==> config.mk <==
export PLATFORM = sky130hd
export DESIGN_NAME = multcyc_ctrl_fsm
export DESIGN_NICKNAME = d
export VERILOG_FILES = /design/src/rtl/mips_pkg.sv /design/src/rtl/multcyc_ctrl_fsm.sv
export SDC_FILE = /design/constraint.sdc
export NUM_CORES = 1
export LEC_CHECK = 0
export CELL_PAD_IN_SITES_DETAIL_PLACEMENT = 1
export CELL_PAD_IN_SITES_GLOBAL_PLACEMENT = 1
export CORE_ASPECT_RATIO = 0.75
export CORE_MARGIN = 5
export CORE_UTILIZATION = 37
export CTS_CLUSTER_SIZE = 30
export DETAILED_ROUTE_END_ITERATION = 8
export MAX_ROUTING_LAYER = met4
export PLACE_DENSITY_LB_ADDON = 0.1
export SYNTH_ARGS = -nofsm -noshare
export SYNTH_HDL_FRONTEND = slang
export SYNTH_SLANG_ARGS = --single-unit
==> constraint.sdc <==
create_clock -name clk -period 2.35 [get_ports clk]
set_clock_uncertainty 0.2 [all_clocks]
set_input_delay 0.47 -clock clk [delete_from_list [all_inputs] [get_ports clk]]
set_output_delay 0.47 -clock clk [all_outputs]
set_load 0.03 [all_outputs]
==> src/rtl/mips_pkg.sv <==
// Shared definitions for the multicycle MIPS control path: opcodes, ALU-op
// encodings, FSM states and datapath mux-select encodings.
package mips_pkg;

    localparam logic [5:0] OP_RR    = 6'b000000;
    localparam logic [5:0] OP_J     = 6'b000010;
    localparam logic [5:0] OP_BEQ   = 6'b000100;
    localparam logic [5:0] OP_ADDI  = 6'b001000;
    localparam logic [5:0] OP_ADDIU = 6'b001001;
    localparam logic [5:0] OP_LW    = 6'b100011;
    localparam logic [5:0] OP_SW    = 6'b101011;

    localparam logic [1:0] ALUctrl_ADD  = 2'b00;
    localparam logic [1:0] ALUctrl_SUB  = 2'b01;
    localparam logic [1:0] ALUctrl_ADDU = 2'b10;
    localparam logic [1:0] ALUctrl_RR   = 2'b11;

    typedef enum logic [3:0] {
        S_FETCH,
        S_DECODE,
        S_MEMADR,
        S_MEMRD,
        S_MEMWB,
        S_MEMWR,
        S_EXEC,
        S_ALUWB,
        S_BRANCH,
        S_IMMEXEC,
        S_IMMWB,
        S_JUMP
    } state_t;

    typedef enum logic [1:0] {
        SRCB_REGB  = 2'b00,
        SRCB_FOUR  = 2'b01,
        SRCB_IMM   = 2'b10,
        SRCB_IMMSH = 2'b11
    } alusrcb_t;

    typedef enum logic [1:0] {
        PCSRC_ALU    = 2'b00,
        PCSRC_ALUOUT = 2'b01,
        PCSRC_JUMP   = 2'b10
    } pcsrc_t;

    function automatic logic is_mem_state(input state_t s);
        return (s == S_FETCH) || (s == S_MEMRD) || (s == S_MEMWR);
    endfunction

endpackage

==> src/rtl/multcyc_ctrl_fsm.sv <==
// Main control FSM for the shared multicycle MIPS datapath. Sequences each
// instruction and aborts memory states that wait longer than MEM_TIMEOUT.
module multcyc_ctrl_fsm
    import mips_pkg::*;
#(
    parameter int MEM_TIMEOUT = 255
) (
    input  logic       clk,
    input  logic       reset,
    input  logic [5:0] opcode,
    input  logic       mem_ready,
    output logic       mem_req,
    output logic       iord,
    output logic       irwrite,
    output logic       pcwrite,
    output logic       branch,
    output logic       alusrca,
    output logic [1:0] alusrcb,
    output logic [1:0] pcsrc,
    output logic [1:0] aluop,
    output logic       mem_wr,
    output logic       reg_we,
    output logic       wreg_dst_sel,
    output logic       wrbck_sel,
    output logic       illegal_op,
    output logic       bus_err
);

    localparam int CW = $clog2(MEM_TIMEOUT + 1);

    state_t        state;
    state_t        state_nx;
    logic [CW-1:0] tmo_cnt;
    logic [5:0]    op_q;
    logic          mem_st;
    logic          timeout;
    logic          op_legal;
    alusrcb_t      srcb;
    pcsrc_t        pcs;

    assign mem_st   = is_mem_state(state);
    // mem_ready wins over an expiring counter in the same cycle.
    assign timeout  = mem_st && !mem_ready && (tmo_cnt == CW'(MEM_TIMEOUT - 1));
    assign op_legal = opcode inside {OP_RR, OP_J, OP_BEQ, OP_ADDI, OP_ADDIU, OP_LW, OP_SW};

    // NOTE: sequential state uses non-blocking assignments so every register
    // samples the pre-edge values; blocking here would create ordering races.
    always_ff @(posedge clk) begin
        if (reset) begin
            state   <= S_FETCH;
            tmo_cnt <= '0;
            // NOTE: op_q is reset only to keep the IMMEXEC aluop defined after
            // reset; it is reloaded in every DECODE before any use.
            op_q    <= '0;
        end else begin
            state <= state_nx;
            // A timeout in FETCH loops back to FETCH, so it must clear explicitly.
            if (state_nx != state || mem_ready || timeout) begin
                tmo_cnt <= '0;
            end else if (mem_st) begin
                tmo_cnt <= tmo_cnt + CW'(1);
            end
            if (state == S_DECODE) begin
                op_q <= opcode;
            end
        end
    end

    always_comb begin
        // NOTE: default first so every path assigns state_nx; no latch inferred.
        state_nx = state;
        unique case (state)
            S_FETCH:   if (mem_ready) state_nx = S_DECODE;
                       else if (timeout) state_nx = S_FETCH;
            S_DECODE: begin
                if (opcode == OP_LW || opcode == OP_SW) state_nx = S_MEMADR;
                else if (opcode == OP_RR)               state_nx = S_EXEC;
                else if (opcode == OP_BEQ)              state_nx = S_BRANCH;
                else if (opcode == OP_ADDI || opcode == OP_ADDIU) state_nx = S_IMMEXEC;
                else if (opcode == OP_J)                state_nx = S_JUMP;
                else                                    state_nx = S_FETCH;
            end
            S_MEMADR:  state_nx = (op_q == OP_SW) ? S_MEMWR : S_MEMRD;
            S_MEMRD:   if (mem_ready) state_nx = S_MEMWB;
                       else if (timeout) state_nx = S_FETCH;
            S_MEMWR:   if (mem_ready || timeout) state_nx = S_FETCH;
            S_EXEC:    state_nx = S_ALUWB;
            S_IMMEXEC: state_nx = S_IMMWB;
            S_MEMWB, S_ALUWB, S_IMMWB, S_BRANCH, S_JUMP: state_nx = S_FETCH;
            default:   state_nx = S_FETCH;
        endcase
    end

    always_comb begin
        mem_req      = 1'b0;
        iord         = 1'b0;
        irwrite      = 1'b0;
        pcwrite      = 1'b0;
        branch       = 1'b0;
        alusrca      = 1'b0;
        srcb         = SRCB_REGB;
        pcs          = PCSRC_ALU;
        aluop        = ALUctrl_ADD;
        mem_wr       = 1'b0;
        reg_we       = 1'b0;
        wreg_dst_sel = 1'b0;
        wrbck_sel    = 1'b0;
        illegal_op   = 1'b0;
        bus_err      = timeout;
        unique case (state)
            S_FETCH: begin
                mem_req = 1'b1;
                srcb    = SRCB_FOUR;
                irwrite = mem_ready;
                pcwrite = mem_ready;
            end
            S_DECODE: begin
                srcb       = SRCB_IMMSH;
                illegal_op = !op_legal;
            end
            S_MEMADR: begin
                alusrca = 1'b1;
                srcb    = SRCB_IMM;
            end
            S_MEMRD: begin
                mem_req = 1'b1;
                iord    = 1'b1;
            end
            S_MEMWB: begin
                reg_we    = 1'b1;
                wrbck_sel = 1'b1;
            end
            S_MEMWR: begin
                mem_req = 1'b1;
                mem_wr  = 1'b1;
                iord    = 1'b1;
            end
            S_EXEC: begin
                alusrca = 1'b1;
                aluop   = ALUctrl_RR;
            end
            S_ALUWB: begin
                reg_we       = 1'b1;
                wreg_dst_sel = 1'b1;
            end
            S_BRANCH: begin
                alusrca = 1'b1;
                aluop   = ALUctrl_SUB;
                pcs     = PCSRC_ALUOUT;
                branch  = 1'b1;
            end
            S_IMMEXEC: begin
                alusrca = 1'b1;
                srcb    = SRCB_IMM;
                aluop   = (op_q == OP_ADDIU) ? ALUctrl_ADDU : ALUctrl_ADD;
            end
            S_IMMWB:   reg_we = 1'b1;
            S_JUMP: begin
                pcs     = PCSRC_JUMP;
                pcwrite = 1'b1;
            end
            default: ;
        endcase
        alusrcb = srcb;
        pcsrc   = pcs;
    end

endmodule

==> reports/qor.csv, run 1 <==
stage,metric,value,unit
outcome,status,"complete, but fails checks",
outcome,failing checks,negative setup slack,
drt,DR iter-0 viols,58,
global_routing,antenna violations before repair,1,
worst_setup_path,Worst EP required,2.32,ns
yosys,Post-synth EDFFs,0,
sta,# setup viols final,6,
global_routing,largest net degree at the start of global routing,16,
yosys,Async SR Flop Fraction,0,
clocking,"Clk Latency, worst-skew pair",0.27,ns
worst_setup_path,crit-path max FO,8,
pwr,Reg power frac,0.388,
pwr,Sw Ratio,0.317,
pwr,maximum VDD drop,0.000187,V
pwr,Total Power,827,uW
clocking,"Clk pin slew, worst setup/hold paths",0.08,ns
cells_and_area,"commonest non-fill, non-tap cells in the layout","buf_4, nand2_1, nor2_1",
placement,port bufs,26,
clocking,H-tree Lvls,1,
worst_setup_path,Crit path arrival time,2.39,ns
cells_and_area,filler cell count in the final layout,432,
clocking,Hold Buf Count CTS,0,
drt,metal3 WL,200,um
die,# rows,19,
pwr,Int Power,565,uW
yosys,Synth Area per Inst,7.80,um^2
clocking,clk buf depth,2,
worst_setup_path,worst setup path class,reg2reg,
drt,Top Metal Used,met4,
drt,drt first pass iters,5,
die,Core Box Area,3590,um^2
sta,fin worst setup slack,-0.0613,ns
clocking,clk sinks,18,
placement,routability cong.,0.864,
yosys,Mapped Cells,172,
clocking,CTS tree,done,
drt,DRC viols,0,
sta,fmax,415,MHz
worst_setup_path,endpoint class of the critical path,flip-flop,
sta,Max Slew Vio Count,0,
die,die area,4940,um^2
cells_and_area,area delta synth->final,61.9,%
drt,final wirelength,6170,um
cells_and_area,Layout Nets,251,
global_routing,GR Overflow Total,0,
placement,HPWL after DPL,3620,um
yosys,Cell variety after synth,51,
die,Die X,79.5,um
yosys,Yosys Warn Count,0,
die,Initial Util,0.374,
job,Max-Cap Viols,0,
pwr,Clock power frac,0.333,
worst_setup_path,critical path startpoint category,flip-flop,
sta,Hold WS,0.279,ns
die,Die Height,62.1,um
pwr,Pwr Density,381,nW/um^2
clocking,root buffer cell,clkbuf_8,
yosys,"Net Count, Synth",183,
cells_and_area,"most common cell after layout, fill and taps aside",buf_4,
drt,post-route ant nets,0,
yosys,mapped cell area,1340,um^2
pwr,sw power,262,uW
pwr,Leak,0.847,nW
global_routing,vias in the first global route,1721,
global_routing,global-route wire length before repair,9000,um
sta,Worst slew margin,0.729,
drt,Vias/cell,5.55,
cells_and_area,ratio of cells with drive above 1 in the final layout,0.444,
yosys,post-synthesis sequential area ratio,0.269,
clocking,clock buffer count from CTS,3,
drt,met2 routed WL,2960,um
yosys,Yosys reg bits,18,
yosys,Synth Flop Type,dfxtp_1,
drt,via count,1620,
sta,worst-margin pin slew,0.403,ns
die,I/O Pins,27,
drt,M1 WL,2780,um
global_routing,GRT Total Usage,0.240,
sta,Final Hold Fails,0,
drt,per-cell routed wire length,21.1,um
sta,post-route minimum period,2.41,ns
min_path,Hold Crit Class,reg2reg,
sta,Final Cycle Share,1.03,
pwr,Comb pwr share,0.280,
==> area by class of cell <==
type / instances / area (um^2) / share of cell area
repair buffers: 72 / 603 / 0.278
clock buffers: 4 / 55.1 / 0.0253
flip-flops and latches: 18 / 370 / 0.171
inverters: 7 / 28.8 / 0.0132
well taps: 52 / 65.1 / 0.0300
diodes: 1 / 2.50 / 0.00115
multi-input cells: 138 / 1050 / 0.482
==> logic make-up (layout without fill, tap and decap cells) <==
logic type                 after synthesis  after routing  synth area share
other                                    0              1                 0
adders and majority gates                2              2            0.0187
DFF                                     18             18             0.269
xor gates and xnor gates                 8              8            0.0522
and+or+nand+nor                         91             91             0.369
AOI/OAI and AO/OA                       35             35             0.221
buffers and inverters                   16             83            0.0541
muxes                                    2              2            0.0159
==> registers in the layout, indices dropped and copies added, names as in the netlist <==
| signal | cells |
|---|---|
| op_q | 6 |
| state | 4 |
| tmo_cnt | 8 |
==> critical path, cell delays in order, from the launching register on <==
cell      delay [ns]
dfxtp_2         0.37
buf_4           0.17
nor2_1          0.30
a32oi_4         0.20
buf_4           0.18
o41ai_2         0.40
o211ai_4        0.12
buf_12          0.16
nor3_1          0.22
==> per-layer routing <==
layer  up-vias  global-route usage
li1        755                   -
met4         0              0.0923
met5         -                   -
met1       794               0.295
met2        51               0.393
met3        20              0.0390
==> synthesized netlist by cell type (all sizes together) (3+ instances only) <==
library cell / number / area [um^2]
nor2b: 3 / 18.8
nand2: 24 / 90.1
clkbuf: 3 / 11.3
inv: 7 / 26.3
nand2b: 5 / 31.3
buf: 6 / 35.0
xnor2: 7 / 61.3
a21oi: 10 / 50.1
nand4: 3 / 25.0
dfxtp: 18 / 360
nand3: 4 / 20.0
nor3: 15 / 75.1
or3: 5 / 36.3
o21ai: 8 / 40.0
nor2: 16 / 60.1
==> stage by stage <==
stage	util	cell area, um^2	setup WS (ns)	instances	TNS, ns
final	0.605	2170	-0.0613	292	-0.190
after detailed placement	0.520	1870	-0.694	278	-5.19
after floorplan	-	1350	-0.0959	172	-0.0959
after CTS	0.575	2070	-0.0276	286	-0.0276
after global placement	0.520	1870	-0.553	278	-4.31
after global routing	0.605	2170	-0.124	292	-0.665
==> power groups by stage <==
stage          Sequential, mW  Clock (mW)  Combinational, mW
3_5_place_dp            0.328           0              0.184
3_3_place_gp            0.327           0              0.177
6_report                0.321       0.275              0.231
2_1_floorplan           0.326           0             0.0982
4_1_cts                 0.319       0.270              0.198
5_1_grt                 0.322       0.288              0.244
==> path summary, 6_finish.rpt <==
| check | cells after the start | from | slack, ns | end |
|---|---|---|---|---|
| setup / recovery | 8 | state[1] | -0.06 | tmo_cnt[6] |
| hold / removal | 2 | op_q[4] | 0.28 | op_q[4] |
| setup reg to reg | 8 | state[1] | -0.06 | tmo_cnt[6] |
| hold reg to reg | 2 | op_q[4] | 0.28 | op_q[4] |
==> timing repair <==
item	4_1_cts	5_1_grt
resized for setup	43	17
buffers inserted	5	5
setup endpoints to repair	16	16
pin swaps	8	8
No activity file was read; power rests on OpenSTA's default activity.
==> inputs of run 2 (changes only) <==
Settings changed: PLACE_DENSITY from default to 0.79, PLACE_DENSITY_LB_ADDON 0.1 to default.
==> run 2 against run 1 <==
The run still ends with negative setup slack left. First-iteration DRC count grew to 3.1 times the previous value. Critical path type is now reg2out. Flip-flop and latch count unchanged. Sequential share of layout area rose by 0.32 points. Highest routed layer unchanged. Cell count down 0.68%. Final area fell by 1.2%. Critical path depth is 1 lower. Register-to-register slack improved by 0.16 ns. Non-clock buffer count shrank 1. Worst setup slack improved by 0.054 ns. Die area stayed put. Count of clock-buffer cells in the layout is the same.
==> reports/qor.csv, run 2 (synthesis results as in run 1) <==
stage,metric,value,unit
global_routing,vias in the first global route,1800,
global_routing,GR Overflow Total,0,
pwr,Total Power,819,uW
die,I/O Pins,27,
pwr,sw power,257,uW
cells_and_area,Sequential cell area,373,um^2
placement,routability cong.,0.870,
worst_setup_path,CP max stage cell,dfxtp_4,
worst_setup_path,worst path bufs/invs,4,
global_routing,GRT Total Usage,0.246,
drt,DRC viols,0,
placement,port bufs,26,
pwr,Reg power frac,0.390,
cells_and_area,area delta synth->final,60.1,%
worst_setup_path,CP cell instances,buf_6 -> nor2_1 -> a32oi_4 -> inv_4 -> nand2_1 -> inv_1 -> buf_6,
worst_setup_path,endpoint class of the critical path,primary output,
placement,DP Cell Count,276,
clocking,"Clk Latency, worst-skew pair",0.27,ns
die,# rows,19,
pwr,maximum VDD drop,0.000256,V
pwr,Int Power,562,uW
clocking,clk sinks,18,
global_routing,largest net degree at the start of global routing,17,
pwr,Comb pwr share,0.273,
drt,final wirelength,6170,um
outcome,status,"complete, but fails checks",
worst_setup_path,max incr delay on CP,0.41,ns
pwr,Pwr Density,382,nW/um^2
die,die area,4940,um^2
drt,post-route ant nets,0,
drt,drt first pass iters,4,
clocking,clk buf depth,2,
die,Initial Util,0.374,
cells_and_area,top flop regs,"tmo_cnt: 8 flops, op_q: 6 flops, state: 4 flops",
cells_and_area,Layout Nets,250,
pwr,Clock power frac,0.337,
pwr,Sw Ratio,0.314,
sta,Hold WS,0.271,ns
worst_setup_path,Crit path arrival time,1.69,ns
global_routing,global-route wire length before repair,9300,um
cells_and_area,n_diodes,0,
die,Die X,79.5,um
cells_and_area,Top reg by flops,tmo_cnt,
clocking,clock buffer count from CTS,3,
cells_and_area,"commonest non-fill, non-tap cells in the layout","buf_4, nand2_1, nor2_1",
sta,setup_tns,-0.00694,ns
global_routing,grt met1 use,0.311,
sta,# setup viols final,1,
sta,Final Hold Fails,0,
die,Die Height,62.1,um
cells_and_area,Final Cell Area,2150,um^2
sta,worst-margin pin slew,0.476,ns
die,Core Box Area,3590,um^2
cells_and_area,max FFs per register,8,
job,Max-Cap Viols,0,
cells_and_area,filler cell count in the final layout,402,
drt,DR iter-0 viols,177,
global_routing,antenna violations before repair,0,
outcome,failing checks,negative setup slack,
worst_setup_path,critical path startpoint category,flip-flop,
drt,via count,1652,
clocking,"Clk pin slew, worst setup/hold paths",0.08,ns
sta,Final Cycle Share,1.00,
placement,Placed Area,1850,um^2
global_routing,grt met3 use,0.0520,
clocking,root buffer cell,clkbuf_8,
min_path,Hold Crit Class,reg2reg,
clocking,H-tree Lvls,1,
worst_setup_path,family with the most delay on the worst path,buffers and inverters,
sta,fin worst setup slack,-0.00694,ns
drt,Vias/cell,5.70,
worst_setup_path,CP dominant cell by count,buf_6,
sta,post-route minimum period,2.36,ns
global_routing,met2 global-route usage,0.383,
worst_setup_path,crit-path max FO,13,
sta,Worst slew margin,0.682,
placement,HPWL after DPL,3820,um
cells_and_area,Post-Layout Cell Count,290,
cells_and_area,"most common cell after layout, fill and taps aside",buf_4,
cells_and_area,ratio of cells with drive above 1 in the final layout,0.416,
sta,Max Slew Vio Count,0,
global_routing,Top Usage Layer GRT,met2,
drt,per-cell routed wire length,21.3,um
pwr,Leak,0.830,nW
sta,fmax,424,MHz
worst_setup_path,worst setup path class,reg2out,
clocking,CTS tree,done,
cells_and_area,footprint of the multi-input gates,1030,um^2
worst_setup_path,Worst EP required,1.68,ns
==> run 2: power by group through the flow <==
stage / clock, mW / combinational, mW / sequential [mW]
3_3_place_gp: 0 / 0.178 / 0.327
4_1_cts: 0.269 / 0.198 / 0.319
6_report: 0.276 / 0.223 / 0.320
3_5_place_dp: 0 / 0.187 / 0.328
2_1_floorplan: 0 / 0.0982 / 0.326
5_1_grt: 0.293 / 0.236 / 0.321
==> run 2: metrics by stage <==
step / util / worst slack (ns)
5_1_grt: 0.598 / -0.0540
3_3_place_gp: 0.516 / -0.554
2_1_floorplan: - / -0.0959
6_report: 0.598 / -0.00694
3_5_place_dp: 0.516 / -0.662
4_1_cts: 0.569 / 0.00162
==> run 2: what timing repair did <==
action / CTS / global route
endpoints found under the setup margin: 19 / 14
buffers inserted: 6 / 5
gates resized for setup: 44 / 18
endpoints found under the hold margin: 0 / 0
pin swaps: 10 / 8
cloned: 0 / 0
hold buffers: 0 / 0
==> run 2: routing by layer <==
metal | share of wire | vias to the layer above | wire length, um
li1 | - | 749 | -
met1 | 0.43 | 795 | 2670
met2 | 0.47 | 90 | 2910
met3 | 0.074 | 18 | 457
met4 | 0.022 | 0 | 135
met5 | 0 | - | 0
==> run 2: final cells by class <==
class | instances | area share
sequential | 18 | 0.174
timing repair buffer | 71 | 0.277
tap | 52 | 0.0303
multi-input combinational | 138 | 0.480
clock buffer | 4 | 0.0256
inverter | 7 | 0.0134
==> run 2: final timing paths <==
path         startpoint    endpoint  slack [ns]  cells past startpoint
min reg2reg     op_q[4]     op_q[4]        0.27                      2
max            state[1]     bus_err      -0.007                      7
min             op_q[4]     op_q[4]        0.27                      2
max reg2reg    state[1]  tmo_cnt[4]        0.10                      6
==> run 2: worst min-delay path, delay by kind of cell (launching register included) <==
family / cells / cell delay, ns
AND/OR/NAND/NOR: 1 / 0.06
AO/OA/AOI/OAI: 1 / 0.06
flip-flops: 1 / 0.31
